`src/rtl/uart8_pkg.sv`:
```
`default_nettype none
// ============================================================================
// Module   : uart8_pkg
// Brief    : Shared types and constants for the oversampled 8-bit UART receiver.
// Revision : 1.0
// ============================================================================
package uart8_pkg;

  typedef enum logic [2:0] {
    IDLE   = 3'd0,
    START  = 3'd1,
    DATA   = 3'd2,
    PARITY = 3'd3,
    STOP   = 3'd4
  } rx_state_e;

  localparam int DATA_BITS   = 8;
  localparam int SYNC_STAGES = 2;

  function automatic int calc_tick_div(input int clock_rate, input int baud_rate,
                                       input int oversample);
    return clock_rate / (baud_rate * oversample);
  endfunction

endpackage
`default_nettype wire

```
`src/rtl/uart8_baud_tick.sv`:
```
`default_nettype none
// ============================================================================
// Module   : uart8_baud_tick
// Brief    : Oversample tick divider with synchronous restart; 1-cycle tick.
// Revision : 1.0
// ============================================================================
module uart8_baud_tick #(
  parameter int TICK_DIV = 78
) (
  input  logic clk,
  input  logic rst,
  input  logic restart,
  output logic tick
);

  localparam int             CNT_W = (TICK_DIV > 1) ? $clog2(TICK_DIV) : 1;
  localparam logic [CNT_W-1:0] LAST = CNT_W'(TICK_DIV - 1);

  logic [CNT_W-1:0] cnt_q, cnt_d;

  always_comb begin
    cnt_d = cnt_q + CNT_W'(1);
    if (restart || cnt_q == LAST) begin
      cnt_d = '0;
    end
  end

  always_ff @(posedge clk) begin
    if (rst) begin
      cnt_q <= '0;
    end else begin
      cnt_q <= cnt_d;
    end
  end

  assign tick = (cnt_q == LAST);

endmodule
`default_nettype wire

```
`src/rtl/uart8_receiver.sv`:
```
`default_nettype none
// ============================================================================
// Module   : uart8_receiver
// Brief    : 8N1 UART receiver, 16x oversampling, 2-flop sync, 3-sample vote.
//            Define UART_PARITY_EN to add an even-parity bit after data bit 7.
// Revision : 1.0
// ============================================================================
module uart8_receiver
  import uart8_pkg::*;
#(
  parameter int CLOCK_RATE = 12000000,
  parameter int BAUD_RATE  = 9600,
  parameter int OVERSAMPLE = 16
) (
  input  logic       clk,
  input  logic       rst,
  input  logic       rxEn,
  input  logic       rx,
  output logic       rxBusy,
  output logic       rxDone,
  output logic       rxErr,
  output logic [7:0] out
);

  localparam int TICK_DIV = calc_tick_div(CLOCK_RATE, BAUD_RATE, OVERSAMPLE);
  localparam int SMP_W    = $clog2(OVERSAMPLE);
  localparam int IDX_W    = $clog2(DATA_BITS);

  // A sample index k is taken on the tick that advances the counter from k-1 to k,
  // so the three votes sit at OVERSAMPLE/2-1, /2, /2+1 ticks into the bit.
  localparam logic [SMP_W-1:0] SMP_A    = SMP_W'(OVERSAMPLE/2 - 2);
  localparam logic [SMP_W-1:0] SMP_B    = SMP_W'(OVERSAMPLE/2 - 1);
  localparam logic [SMP_W-1:0] SMP_VOTE = SMP_W'(OVERSAMPLE/2);
  localparam logic [SMP_W-1:0] SMP_LAST = SMP_W'(OVERSAMPLE - 1);
  localparam logic [IDX_W-1:0] IDX_LAST = IDX_W'(DATA_BITS - 1);

  logic [SYNC_STAGES-1:0] sync_q, sync_d;
  logic                   rxs, rxs_prev_q, rxs_prev_d;
  rx_state_e              state_q, state_d;
  logic [SMP_W-1:0]       sample_cnt_q, sample_cnt_d;
  logic [IDX_W-1:0]       bit_idx_q, bit_idx_d;
  logic [DATA_BITS-1:0]   shift_q, shift_d;
  logic [7:0]             out_q, out_d;
  logic                   busy_q, busy_d;
  logic                   done_q, done_d;
  logic                   err_q, err_d;
  logic                   vs_a_q, vs_a_d, vs_b_q, vs_b_d;
  logic                   tick, restart, vote, vote_now, bit_end, frame_ok;
`ifdef UART_PARITY_EN
  logic                   parity_q, parity_d;
`endif

  uart8_baud_tick #(
    .TICK_DIV(TICK_DIV)
  ) u_baud_tick (
    .clk    (clk),
    .rst    (rst),
    .restart(restart),
    .tick   (tick)
  );

  assign rxs      = sync_q[SYNC_STAGES-1];
  assign vote     = (vs_a_q & vs_b_q) | (vs_a_q & rxs) | (vs_b_q & rxs);
  assign vote_now = tick && (sample_cnt_q == SMP_VOTE);
  assign bit_end  = tick && (sample_cnt_q == SMP_LAST);

  always_comb begin
    sync_d       = {sync_q[SYNC_STAGES-2:0], rx};
    rxs_prev_d   = rxs;
    state_d      = state_q;
    sample_cnt_d = sample_cnt_q;
    bit_idx_d    = bit_idx_q;
    shift_d      = shift_q;
    out_d        = out_q;
    busy_d       = busy_q;
    done_d       = 1'b0;
    err_d        = 1'b0;
    vs_a_d       = vs_a_q;
    vs_b_d       = vs_b_q;
    restart      = 1'b0;
    frame_ok     = 1'b0;
`ifdef UART_PARITY_EN
    parity_d     = parity_q;
`endif

    if (state_q != IDLE && tick) begin
      sample_cnt_d = (sample_cnt_q == SMP_LAST) ? '0 : sample_cnt_q + SMP_W'(1);
      if (sample_cnt_q == SMP_A) vs_a_d = rxs;
      if (sample_cnt_q == SMP_B) vs_b_d = rxs;
    end

    if (state_q != IDLE && !rxEn) begin
      state_d = IDLE;
      busy_d  = 1'b0;
    end else begin
      case (state_q)
        IDLE: begin
          sample_cnt_d = '0;
          if (rxEn && rxs_prev_q && !rxs) begin
            state_d = START;
            busy_d  = 1'b1;
            restart = 1'b1;
          end
        end
        START: begin
          if (vote_now && vote) begin
            state_d = IDLE;
            busy_d  = 1'b0;
          end else if (bit_end) begin
            state_d   = DATA;
            bit_idx_d = '0;
          end
        end
        DATA: begin
          if (vote_now) shift_d = {vote, shift_q[DATA_BITS-1:1]};
          if (bit_end) begin
            bit_idx_d = bit_idx_q + IDX_W'(1);
            if (bit_idx_q == IDX_LAST) begin
`ifdef UART_PARITY_EN
              state_d = PARITY;
`else
              state_d = STOP;
`endif
            end
          end
        end
`ifdef UART_PARITY_EN
        PARITY: begin
          if (vote_now) parity_d = vote;
          if (bit_end)  state_d  = STOP;
        end
`endif
        STOP: begin
          // Leave at the mid-bit vote so a back-to-back start edge is still seen.
          if (vote_now) begin
`ifdef UART_PARITY_EN
            frame_ok = vote && (parity_q == ^shift_q);
`else
            frame_ok = vote;
`endif
            state_d = IDLE;
            busy_d  = 1'b0;
            if (frame_ok) begin
              out_d  = shift_q;
              done_d = 1'b1;
            end else begin
              err_d  = 1'b1;
            end
          end
        end
        default: begin
          state_d = IDLE;
          busy_d  = 1'b0;
        end
      endcase
    end
  end

  always_ff @(posedge clk) begin
    if (rst) begin
      sync_q       <= '1;
      rxs_prev_q   <= 1'b1;
      state_q      <= IDLE;
      sample_cnt_q <= '0;
      bit_idx_q    <= '0;
      shift_q      <= '0;
      out_q        <= '0;
      busy_q       <= 1'b0;
      done_q       <= 1'b0;
      err_q        <= 1'b0;
      vs_a_q       <= 1'b1;
      vs_b_q       <= 1'b1;
`ifdef UART_PARITY_EN
      parity_q     <= 1'b0;
`endif
    end else begin
      sync_q       <= sync_d;
      rxs_prev_q   <= rxs_prev_d;
      state_q      <= state_d;
      sample_cnt_q <= sample_cnt_d;
      bit_idx_q    <= bit_idx_d;
      shift_q      <= shift_d;
      out_q        <= out_d;
      busy_q       <= busy_d;
      done_q       <= done_d;
      err_q        <= err_d;
      vs_a_q       <= vs_a_d;
      vs_b_q       <= vs_b_d;
`ifdef UART_PARITY_EN
      parity_q     <= parity_d;
`endif
    end
  end

  assign rxBusy = busy_q;
  assign rxDone = done_q;
  assign rxErr  = err_q;
  assign out    = out_q;

endmodule
`default_nettype wire

```
`config.mk`:
```
export PLATFORM = sky130hd
export DESIGN_NAME = uart8_receiver
export DESIGN_NICKNAME = d
export VERILOG_FILES = /design/src/rtl/uart8_pkg.sv /design/src/rtl/uart8_baud_tick.sv /design/src/rtl/uart8_receiver.sv
export SDC_FILE = /design/constraint.sdc
export NUM_CORES = 1
export LEC_CHECK = 0
export ABC_AREA = 1
export BUFFER_PORTS_ARGS = -buffer_cell sky130_fd_sc_hd__buf_2
export CAP_MARGIN = 5
export CORE_MARGIN = 2
export CORE_UTILIZATION = 50
export CTS_CLUSTER_SIZE = 16
export DETAILED_ROUTE_END_ITERATION = 6
export HOLD_SLACK_MARGIN = 0.03
export PLACE_DENSITY = 0.82
export SLEW_MARGIN = 25
export SYNTH_ARGS = -nofsm -noshare
export SYNTH_HDL_FRONTEND = slang
export SYNTH_SLANG_ARGS = --single-unit
```
`constraint.sdc`:
```
create_clock -name clk -period 1.35 [get_ports clk]
set_input_delay 0.0675 -clock clk [delete_from_list [all_inputs] [get_ports clk]]
set_output_delay 0.0675 -clock clk [all_outputs]
set_load 0.005 [all_outputs]
```
Word level (Yosys, flattened, before mapping)

Cells that the tools add are included.

Equality and inequality tests: 17
$add $sub $neg: 3
Reductions and logical operators: 23
Multiplexer cells: 24
Bitwise logic cells: 9

Operator list:

| cell                                                 | number |
|---|---|
| two-way mux 3 bit                                    | 9 |
| two-way mux 4 bit                                    | 4 |
| inequality test 2 bit (second input constant)        | 7 |
| case mux 3 bit (4 select lines)                      | 1 |
| AND reduction 5 bit                                  | 2 |
| equality test 4 x 3 -> 1 bit (second input constant) | 2 |
| equality test 4 bit (second input constant)          | 2 |
| two-way mux 1 bit                                    | 8 |
| AND reduction 4 bit                                  | 2 |
| adder 7 x 1 -> 7 bit (second input constant)         | 1 |
| equality test 7 bit (second input constant)          | 1 |
| logical AND 1 bit                                    | 7 |
| equality test 3 bit (second input constant)          | 2 |
| case mux 3 bit (2 select lines)                      | 1 |
| adder 4 x 1 -> 4 bit (second input constant)         | 1 |
| inverter 1 bit                                       | 4 |
| case mux 1 bit (4 select lines)                      | 1 |
| AND reduction 2 bit                                  | 2 |
| OR reduction 2 bit                                   | 2 |
| OR reduction 4 bit                                   | 1 |
| adder 3 x 1 -> 3 bit (second input constant)         | 1 |
| bitwise AND 1 bit                                    | 3 |
| equality test 3 x 1 -> 1 bit (second input constant) | 1 |
| equality test 3 x 2 -> 1 bit (second input constant) | 1 |
| other kinds (8)                                      | 10 |

Input port bits: 4
Word-level logic and storage cells: 89
Flip-flop bits (word level): 41

Depth between registers and ports, before layout

Gate-level depths: netlist of run 1.

Word-level depth: 7
Gate-level depth with buffers: 11
Depth with buffers taken out: 11

Hierarchy

From an unflattened synthesis of run 1, not the netlist that was laid out.

Cell total of the unflattened synthesis: 250
Area total of the unflattened synthesis: 1860.5 um^2

By module, submodules not included:

| module          | area each (um^2) | instances | seq. area each (um^2) | cells an instance |
|---|---|---|---|---|
| uart8_receiver  | 1497.7           | 1         | 680.7                 | 201 |
| uart8_baud_tick | 362.8            | 1         | 140.1                 | 49 |

Worst setup path before layout of run 1

OpenSTA, ideal clock, no wires.

Path kind: register -> register
Start: reg u_baud_tick.cnt_q[0]
End: reg out_q[1] (netlist: out[1])
Path buffers: 1
Library setup time: 80 ps
Path slack: -102 ps
Arrival time: 1373 ps
Cell stages (with the launch flop): 9
Cells stage by stage: dfxtp_1 ha_1 nand3_2 nor2_8 nand3_4 nor2_8 buf_8 nor2_2 a211oi_2

Word-level cells in the longest chain between the ends: 3

RTL lines:

| element                              | RTL line              | text |
|---|---|---|
| from (decl)                          | uart8_baud_tick.sv:19 | `logic [CNT_W-1:0] cnt_q, cnt_d;` |
| from (signal assigned)               | uart8_baud_tick.sv:32 | `cnt_q <= cnt_d;` |
| equality test 7 bit                  | uart8_baud_tick.sv:36 | `assign tick = (cnt_q == LAST);` |
| logical AND 1 bit                    | uart8_receiver.sv:64  | `assign vote_now = tick && (sample_cnt_q == SMP_VOTE);` |
| AND reduction 4 bit (no source line) | -                     |  |
| to (signal assigned)                 | uart8_receiver.sv:183 | `out_q <= out_d;` |
| to (decl)                            | uart8_receiver.sv:43  | `logic [7:0] out_q, out_d;` |

No other way between the ends.
A chain may end at the register's enable or synchronous reset.

Final worst setup path of run 1

Start: reg u_baud_tick.cnt_q[1]
End: reg out_q[6] (netlist: out[6])

The elaborated chain is that of the path after synthesis.

==> results of run 1 <==
==> cells in the final DEF, fill, tap and decap left out, drive strengths merged <==
cell / instances
dfxtp: 41
bufinv: 1
xnor2: 1
clkbuf: 5
buf: 52
clkinv: 1
nor2: 31
a31oi: 1
nor3b: 3
nand3: 12
nand2: 41
nand4: 3
nand3b: 2
a21oi: 17
a211oi: 8
nor3: 7
o21ai: 14
or2: 4
o21bai: 1
dlygate4sd3: 3
xor2: 1
o31ai: 1
ha: 7
inv: 29
clkinvlp: 1
==> critical path, delay by kind of cell (launching register included) <==
family	cells	cell delay (ns)
and+or+nand+nor	4	0.61
adders and majority gates	1	0.13
buffers and inverters	3	0.30
DFF	1	0.35
AOI/OAI and AO/OA	1	0.06
==> power groups by stage <==
stage	logic, mW	clock network, mW	registers, mW
6_report	0.801	0.827	1.32
2_1_floorplan	0.381	0	1.32
4_1_cts	0.722	0.839	1.32
3_3_place_gp	0.629	0	1.32
5_1_grt	0.865	0.900	1.33
3_5_place_dp	0.638	0	1.32
==> layout make-up <==
type / instances / area share [%]
Multi-Input combinational cell: 154 / 41.22
Sequential cell: 41 / 33.12
Timing Repair Buffer: 55 / 15.71
Clock inverter: 3 / 1.840
Inverter: 29 / 4.326
Clock buffer: 5 / 1.492
Tap cell: 46 / 2.287
==> state kept, by name (all words and copies together), names as in the netlist, 2 cells and up <==
name / flops
out: 8
shift_q: 8
u_baud_tick.cnt_q: 7
sample_cnt_q: 4
bit_idx_q: 3
state_q: 3
sync_q: 2
==> logic make-up (layout without fill, tap and decap cells) <==
group	count (synthesis)	after routing	synth area share (%)
AOI/OAI and AO/OA	42	42	13.50
xor gates and xnor gates	2	2	0.9597
adders and majority gates	7	7	4.798
buffers and inverters	33	92	7.471
DFF	41	41	44.96
and+or+nand+nor	102	103	28.31
==> per-layer routing <==
layer	up-vias	global-route usage, %
met3	9	6.944
met4	0	7.713
met1	829	26.69
li1	867	-
met2	39	37.89
met5	-	0
==> repair_timing <==
item / CTS / global route
hold buffers: 3 / 0
endpoints found under the setup margin: 26 / 39
resized for setup: 19 / 23
setup buffers: 7 / 5
hold endpoints to repair: 4 / 0
pin swaps: 11 / 7
gates cloned: 1 / 0
==> cell usage after synthesis, types with 3 or more instances <==
library cell	instances	area share, %
dfxtp_1	41	45
nand2_1	39	8.0
nor2_1	25	5.1
inv_1	24	4.9
a21oi_1	17	4.7
o21ai_0	12	3.3
nand3_1	10	2.7
ha_1	7	4.8
a211oi_1	6	2.5
nor3_1	6	1.6
inv_2	5	1.0
or2_2	4	1.4
nor2_2	3	1.0
nor3b_1	3	1.2
==> through the flow <==
stage | utilization, % | TNS [ns] | cell area [um2] | total power, mW
final | 73.66 | -2.839 | 2516 | 2.950
after global routing | 73.66 | -5.053 | 2516 | 3.094
after detailed placement | 63.81 | -2.028 | 2180 | 1.962
after floorplan | - | -0.07937 | 1887 | 1.701
after global placement | 63.81 | -1.213 | 2180 | 1.951
after CTS | 70.40 | -1.646 | 2405 | 2.875
==> path summary, 6_finish.rpt <==
| path | startpoint | endpoint |
|---|---|---|
| worst max register to register | u_baud_tick.cnt_q[1] | out[6] |
| worst max-delay path | u_baud_tick.cnt_q[1] | out[6] |
| worst min-delay path | rxEn | bit_idx_q[1] |
| worst min register to register | sync_q[0] | sync_q[1] |
==> metrics, run 1 <==
crit path max fanout 7; Final WS setup -0.1919 ns; number of max-cap violations 0; Die H 64.43 um; Final Hold Slack around 0.12 ns; Max Slew Vio Count 0; critical path class flip-flop to flip-flop; first drt pass iteration count 4; Max Clk Rate 0.6486 GHz; met3 wire len 164 um; synth warn 0; met2 wire length 2455 um; outcome finished, violations left; global-route wire length before repair 7079 um; mean number of vias per cell around 5.2; PwrDens 1172 mW/mm2; # DRC 0; failing checks setup timing; Detailed Route WL between 4000 and 5000 um; Slew HR 73.50%; Post-Route M1 WL 1912 um; syn_nets 238; total grt overflow 0; standard-cell row count 21; RePlAce Congestion 0.9006; ant diodes 0; min Tclk post-route 1.542 ns; Async SR Flop Fraction 0%; FF+latch count, synth 41; total CTS buffers 5; multi-input logic area 0.001037 mm2; uppermost routed layer met4; Comb power frac 27.2%; clock skew 0.01401 ns; Routed Antenna Nets 0; Int Pwr 2.007 mW; slowest stage cell, crit path dfxtp_2; layout cell share with drive strength beyond 1 42.16%; CTS tree done; VDD IR max 934.5 uV; Lkg Pwr 1.129 nW; Initial Util 53.44%; Root Driver clkbuf_4; number of synthesized flops with an enable pin 0; Via Count approximately 1700; Area Overhead vs Synth 37.83%; pre-CTS setup slack -0.1767 ns; IO Port Bufs 14; Seq pwr share 44.8%; WHS Path Cells 5; Clk pin slew, worst setup/hold paths 0.14 ns; Final Hold Fails 0; unrepaired setup endpoints after global routing true; Final Cycle Share 114.2%; HPWL after DPL 2737 um; Critical Path RT 1.61 ns; max incr delay on CP 0.35 ns; Distinct cells, synth 32; Worst Tran Pin Value between 0.3 and 0.4 ns; initial antenna violation count 0; Clk Latency, worst-skew pair about 0.36 ns; Crit. End Element flip-flop; clock share of power 28.0%; drt initial violations 122; hold crit path type primary input to flip-flop; H-tree levels 2; ys flop type dfxtp_1; Sw Pwr 0.9430 mW; Mapped Area 0.001826 mm2; Setup-failing EPs final 28; Sw Share approximately a third; Reg2Reg Depth 9; number of global-route vias before repair 1641; worst-case clock buffer depth 2; CP Data Arrival Time 1.80 ns; Die W 64.43 um; r2r setup slk -0.19 ns; Synth Instances 227; Cell Count Post-Placement 309; sequential standard cell area 833.3 um2; non-filler instance count after layout 333; layout net count 297; DR WL/cell 13.92 um; Die ar. 0.004151 mm2; Top Ports 15; CP Launch Type flip-flop; Core Region approximately 0.0034 mm2; Mean Syn Cell Area between 8 and 9 um2; clock sinks 41; sequential area share after synthesis 44.96%; All-Layer GR Usage 22.30%; crit path cell chain inv_2 -> ha_4 -> nand3_4 -> nor2_8 -> nand3_4 -> nor2_4 -> buf_4 -> buf_4 -> a211oi_2; pin count of the biggest net entering global routing 16; # fillers between 200 and 250
No activity file was read; power rests on OpenSTA's default activity.
==> inputs of run 2 (changes only) <==
--- a/config.mk
+++ b/config.mk
@@ -13,7 +13,7 @@
 export CTS_CLUSTER_SIZE = 16
 export DETAILED_ROUTE_END_ITERATION = 6
 export HOLD_SLACK_MARGIN = 0.03
-export PLACE_DENSITY = 0.82
+export PLACE_DENSITY = 0.8
 export SLEW_MARGIN = 25
 export SYNTH_ARGS = -nofsm -noshare
 export SYNTH_HDL_FRONTEND = slang
==> constraint.sdc (replaced) <==
create_clock -name clk -period 2 [get_ports clk]
set_input_delay 0.1 -clock clk [delete_from_list [all_inputs] [get_ports clk]]
set_output_delay 0.1 -clock clk [all_outputs]
set_load 0.005 [all_outputs]
==> metrics, run 2 (synthesis gave the netlist of run 1 again) <==
outcome finished clean; standard-cell row count 21; Final Cycle Share between 80% and 90%; pin count of the biggest net entering global routing 17; Initial Util 53.44%; Critical Path RT ~2.3 ns; CP Buf/Inv Count 1; Clk pin slew, worst setup/hold paths 0.13 ns; Via Count about 1500; met3 wire len ~120 um; Crit. End Element flip-flop; fin util 59.27%; Gates resized, CTS repair 0; Top Ports 15; number of max-cap violations 0; initial antenna violation count 0; hold crit path type primary input to flip-flop; Detailed Route WL 3267 um; Die ar. 0.004151 mm2; Routed Antenna Nets 0; Die W 64.43 um; total CTS buffers 5; Lkg Pwr 0.8884 nW; Worst Tran Pin Value around 0.38 ns; hold_buf cts 1; Crit path max-delay family simple AND/OR/NAND/NOR gates; Final Hold Fails 0; max incr delay on CP 0.35 ns; post-CTS setup buffer count 0; VDD IR max 432.5 uV; Root Driver clkbuf_4; setup TNS 0 ns; Tot Pwr 1.754 mW; pre-CTS setup slack 0.2979 ns; IO Port Bufs 14; CP Launch Type flip-flop; unrepaired setup endpoints after global routing false; Final WS setup 0.3060 ns; layout net count 256; critical path class flip-flop to flip-flop; uppermost routed layer met4; layout cell share with drive strength beyond 1 17.89%; Clk Latency, worst-skew pair 0.35 ns; DR WL/cell 11.19 um; first drt pass iteration count 4; H-tree levels 2; drt initial violations 58; Die H 64.43 um; clock skew about 0.011 ns; number of global-route vias before repair 1399; min Tclk post-route about 1.7 ns; RePlAce Congestion 0.9404; Cell Count Post-Placement 283; crit path max fanout 16; crit path cell chain inv_1 -> ha_1 -> nand2_1 -> nor2_2 -> nand4_2 -> o21ai_0 -> a21oi_1; # fillers 316; slowest stage cell, crit path nand4_2; Max Slew Vio Count 0; # DRC 0; PwrDens 866.5 mW/mm2; CTS tree done; Slew HR 74.38%; All-Layer GR Usage 18.36%; Post-Route M1 WL 1620 um; ant diodes 0; mean number of vias per cell around 5.0; Area Overhead vs Synth 10.90%; worst-case clock buffer depth 2; CP Data Arrival Time ~1.9 ns; Max Clk Rate 0.5903 GHz; commonest non-fill, non-tap cells in the layout dfxtp_1 (41), nand2_1 (39), nor2_1 (25); Core Region 0.003416 mm2; total grt overflow 0; Setup-failing EPs final 0; met2 wire length 1482 um; commonest non-fill, non-tap cell in the layout dfxtp_1; global-route wire length before repair 5968 um; clock sinks 41; HPWL after DPL 2424 um; non-filler instance count after layout 292
run 2: cell count changes in the layout (fill, tap and decap cells not counted), moves of 5 or more:
cell,change
dfxtp_1,+6
nor2_2,-5
nand2_2,-5
nor2_1,+6
nand2_1,+7
o21ai_1,-6
buf_4,-37
o21ai_0,+6
run 2: metrics by stage:
stage / area [um2] / hold WS, ns
floorplan: 1826 / 0.2038
global placement: 1926 / 0.2839
detailed placement: 1926 / 0.2874
CTS: 2024 / 0.1049
global route: 2024 / 0.1348
finish: 2024 / 0.1190
run 2: layout make-up:
class,instances,area (um2),area share (%)
timing repair buffer,15,80.08,3.956
clock inverter,2,37.54,1.854
multi-input combinational,153,868.3,42.89
sequential,41,820.8,40.54
clock buffer,6,51.30,2.534
tap,46,57.56,2.843
inverter,29,108.9,5.377
run 2: path summary, 6_finish.rpt:
kind / startpoint / depth (start not counted) / endpoint / slack (ns)
worst min-delay path: rst / 2 / bit_idx_q[1] / 0.12
worst max register to register: sample_cnt_q[0] / 7 / shift_q[0] / 0.31
worst min register to register: sync_q[0] / 1 / sync_q[1] / 0.43
worst max-delay path: sample_cnt_q[0] / 7 / shift_q[0] / 0.31
run 2: worst reg2reg max path: stages (launching register included):
cell	delay [ns]
dfxtp_1	0.34
inv_1	0.13
ha_1	0.16
nand2_1	0.06
nor2_2	0.23
nand4_2	0.35
o21ai_0	0.28
a21oi_1	0.06
run 2: layer usage:
metal | vias up | GRT usage [%]
met5 | - | 0
met4 | 0 | 6.383
met3 | 4 | 5.208
met2 | 25 | 29.69
met1 | 666 | 23.56
li1 | 778 | -
run 2: power breakdown:
group | switching (mW) | total, mW | internal (mW) | leakage [nW]
combinational | 0.207 | 0.311 | 0.104 | 0.512
clock | 0.272 | 0.569 | 0.297 | 0.0445
sequential | 0.0295 | 0.874 | 0.845 | 0.332
==> inputs of run 3 (changes only) <==
--- a/config.mk
+++ b/config.mk
@@ -13,7 +13,7 @@
 export CTS_CLUSTER_SIZE = 16
 export DETAILED_ROUTE_END_ITERATION = 6
 export HOLD_SLACK_MARGIN = 0.03
-export PLACE_DENSITY = 0.8
+export PLACE_DENSITY = 0.82
 export SLEW_MARGIN = 25
 export SYNTH_ARGS = -nofsm -noshare
 export SYNTH_HDL_FRONTEND = slang
==> constraint.sdc (replaced) <==
create_clock -name clk -period 1.46 [get_ports clk]
set_input_delay 0.073 -clock clk [delete_from_list [all_inputs] [get_ports clk]]
set_output_delay 0.073 -clock clk [all_outputs]
set_load 0.005 [all_outputs]
==> metrics, run 3 (synthesis gave the netlist of run 1 again) <==
outcome finished, violations left; failing checks setup timing; critical path class flip-flop to flip-flop; Tot Pwr 2.678 mW; Final Hold Fails 0; Initial Util 53.44%; min-delay src rst; Worst Tran Pin Value around 0.50 ns; Root Driver clkbuf_4; # DRC 0; setup TNS -0.9254 ns; ant diodes 0; global-route wire length before repair 7031 um; hold crit path type primary input to flip-flop; CTS tree done; drt initial violations 132; worst r2r src state_q[0]; non-filler instance count after layout between 300 and 400; Final WS setup -0.1104 ns; DR WL/cell about 15 um; layout cell share with drive strength beyond 1 42.65%; fin util 73.59%; slowest stage cell, crit path dfxtp_1; Crit path max-delay family simple AND/OR/NAND/NOR gates; number of max-cap violations 0; Slew HR 66.54%; CP Launch Type flip-flop; total grt overflow 0; pre-CTS setup slack -0.1637 ns; Detailed Route WL 4837 um; Max Clk Rate 0.6368 GHz; min Tclk post-route 1.570 ns; CP Buf/Inv Count 2; Die W 64.43 um; Crit. End Element flip-flop; IO Port Bufs 14; Die H approximately 64 um; Area Overhead vs Synth 37.70%; unrepaired setup endpoints after global routing true; Routed Antenna Nets 0; first drt pass iteration count 4; commonest non-fill, non-tap cells in the layout dfxtp_1 (37), nand2_1 (30), buf_4 (24); HPWL after DPL 2652 um; CP dominant cell by count nand2_1; standard-cell row count 21; Core Region 0.003416 mm2; pin count of the biggest net entering global routing 17; mean number of vias per cell ~5.5; CP Data Arrival Time 1.85 ns; worst-case clock buffer depth 2; VDD IR max 793.3 uV; crit path max fanout 7; Max Slew Vio Count 0; total CTS buffers 5; Via Count 1788; crit path from state_q[0]; initial antenna violation count 0; layout net count roughly 290; crit path cell chain nor3_2 -> inv_2 -> nand2_1 -> nand2_1 -> nor2_8 -> buf_6 -> nor2_1 -> a211oi_1; Critical Path RT 1.74 ns; Clk Latency, worst-skew pair approximately 0.37 ns; max incr delay on CP 0.35 ns; Cell Count Post-Placement about 310; Die ar. just over 0.004 mm2; commonest non-fill, non-tap cell in the layout dfxtp_1; H-tree levels 2; Clk pin slew, worst setup/hold paths 0.14 ns; RePlAce Congestion 0.9226; All-Layer GR Usage 21.99%; number of global-route vias before repair 1625; clock sinks 41; PwrDens 1065 mW/mm2; Top Ports 15; Final Cycle Share 107.6%; Lkg Pwr 1.086 nW; clock skew 0.01625 ns; Setup-failing EPs final 19
-- run 3: report_power, final --
group          total, mW  switching, mW  internal [mW]  leakage [nW]
Clock              0.796          0.389          0.407        0.0445
Combinational      0.683          0.430          0.253         0.709
Sequential          1.20         0.0400           1.16         0.333
Total               2.68          0.860           1.82          1.09
-- run 3: what timing repair did --
action                                  in CTS  in global routing
pin swaps                                   10                 12
endpoints found under the setup margin      24                 27
cloned                                       0                  1
resized for setup                           32                 35
hold endpoints to repair                     1                  0
setup buffers                                7                  3
hold buffers                                 1                  0
-- run 3: path summary, 6_finish.rpt --
check        cells after the start           end  slack, ns
min                              2  bit_idx_q[1]       0.10
max reg2reg                      8        out[3]      -0.11
max                              8        out[3]      -0.11
min reg2reg                      1     sync_q[1]       0.43
-- run 3: routing by layer --
metal / GRT usage [%] / wire length [um]
met1: 25.97 / 2025
met2: 36.72 / 2295
met3: 5.729 / 281
met4: 11.44 / 235
met5: 0 / 0
-- run 3: cell type report --
type,instances,area [um2]
sequential,41,825.8
fill,223,902.1
clock buffer,6,51.30
inverter,29,108.9
timing repair buffer,47,359.1
tap,46,57.56
clock inverter,2,37.54
multi-input combinational,154,1074
-- run 3: worst reg2reg max path, delay by kind of cell, from the launching register on --
kind / cells / cell delay (ns)
simple gates: 5 / 0.78
flops: 1 / 0.35
buf+inv: 2 / 0.22
compound gates: 1 / 0.15
-- run 3: metrics by stage --
step	hold WS, ns	cell area (um2)
floorplan	0.1768	1826
global placement	0.2567	2091
detailed placement	0.2604	2091
global route	0.1182	2514
finish	0.1015	2514
CTS	0.09641	2355
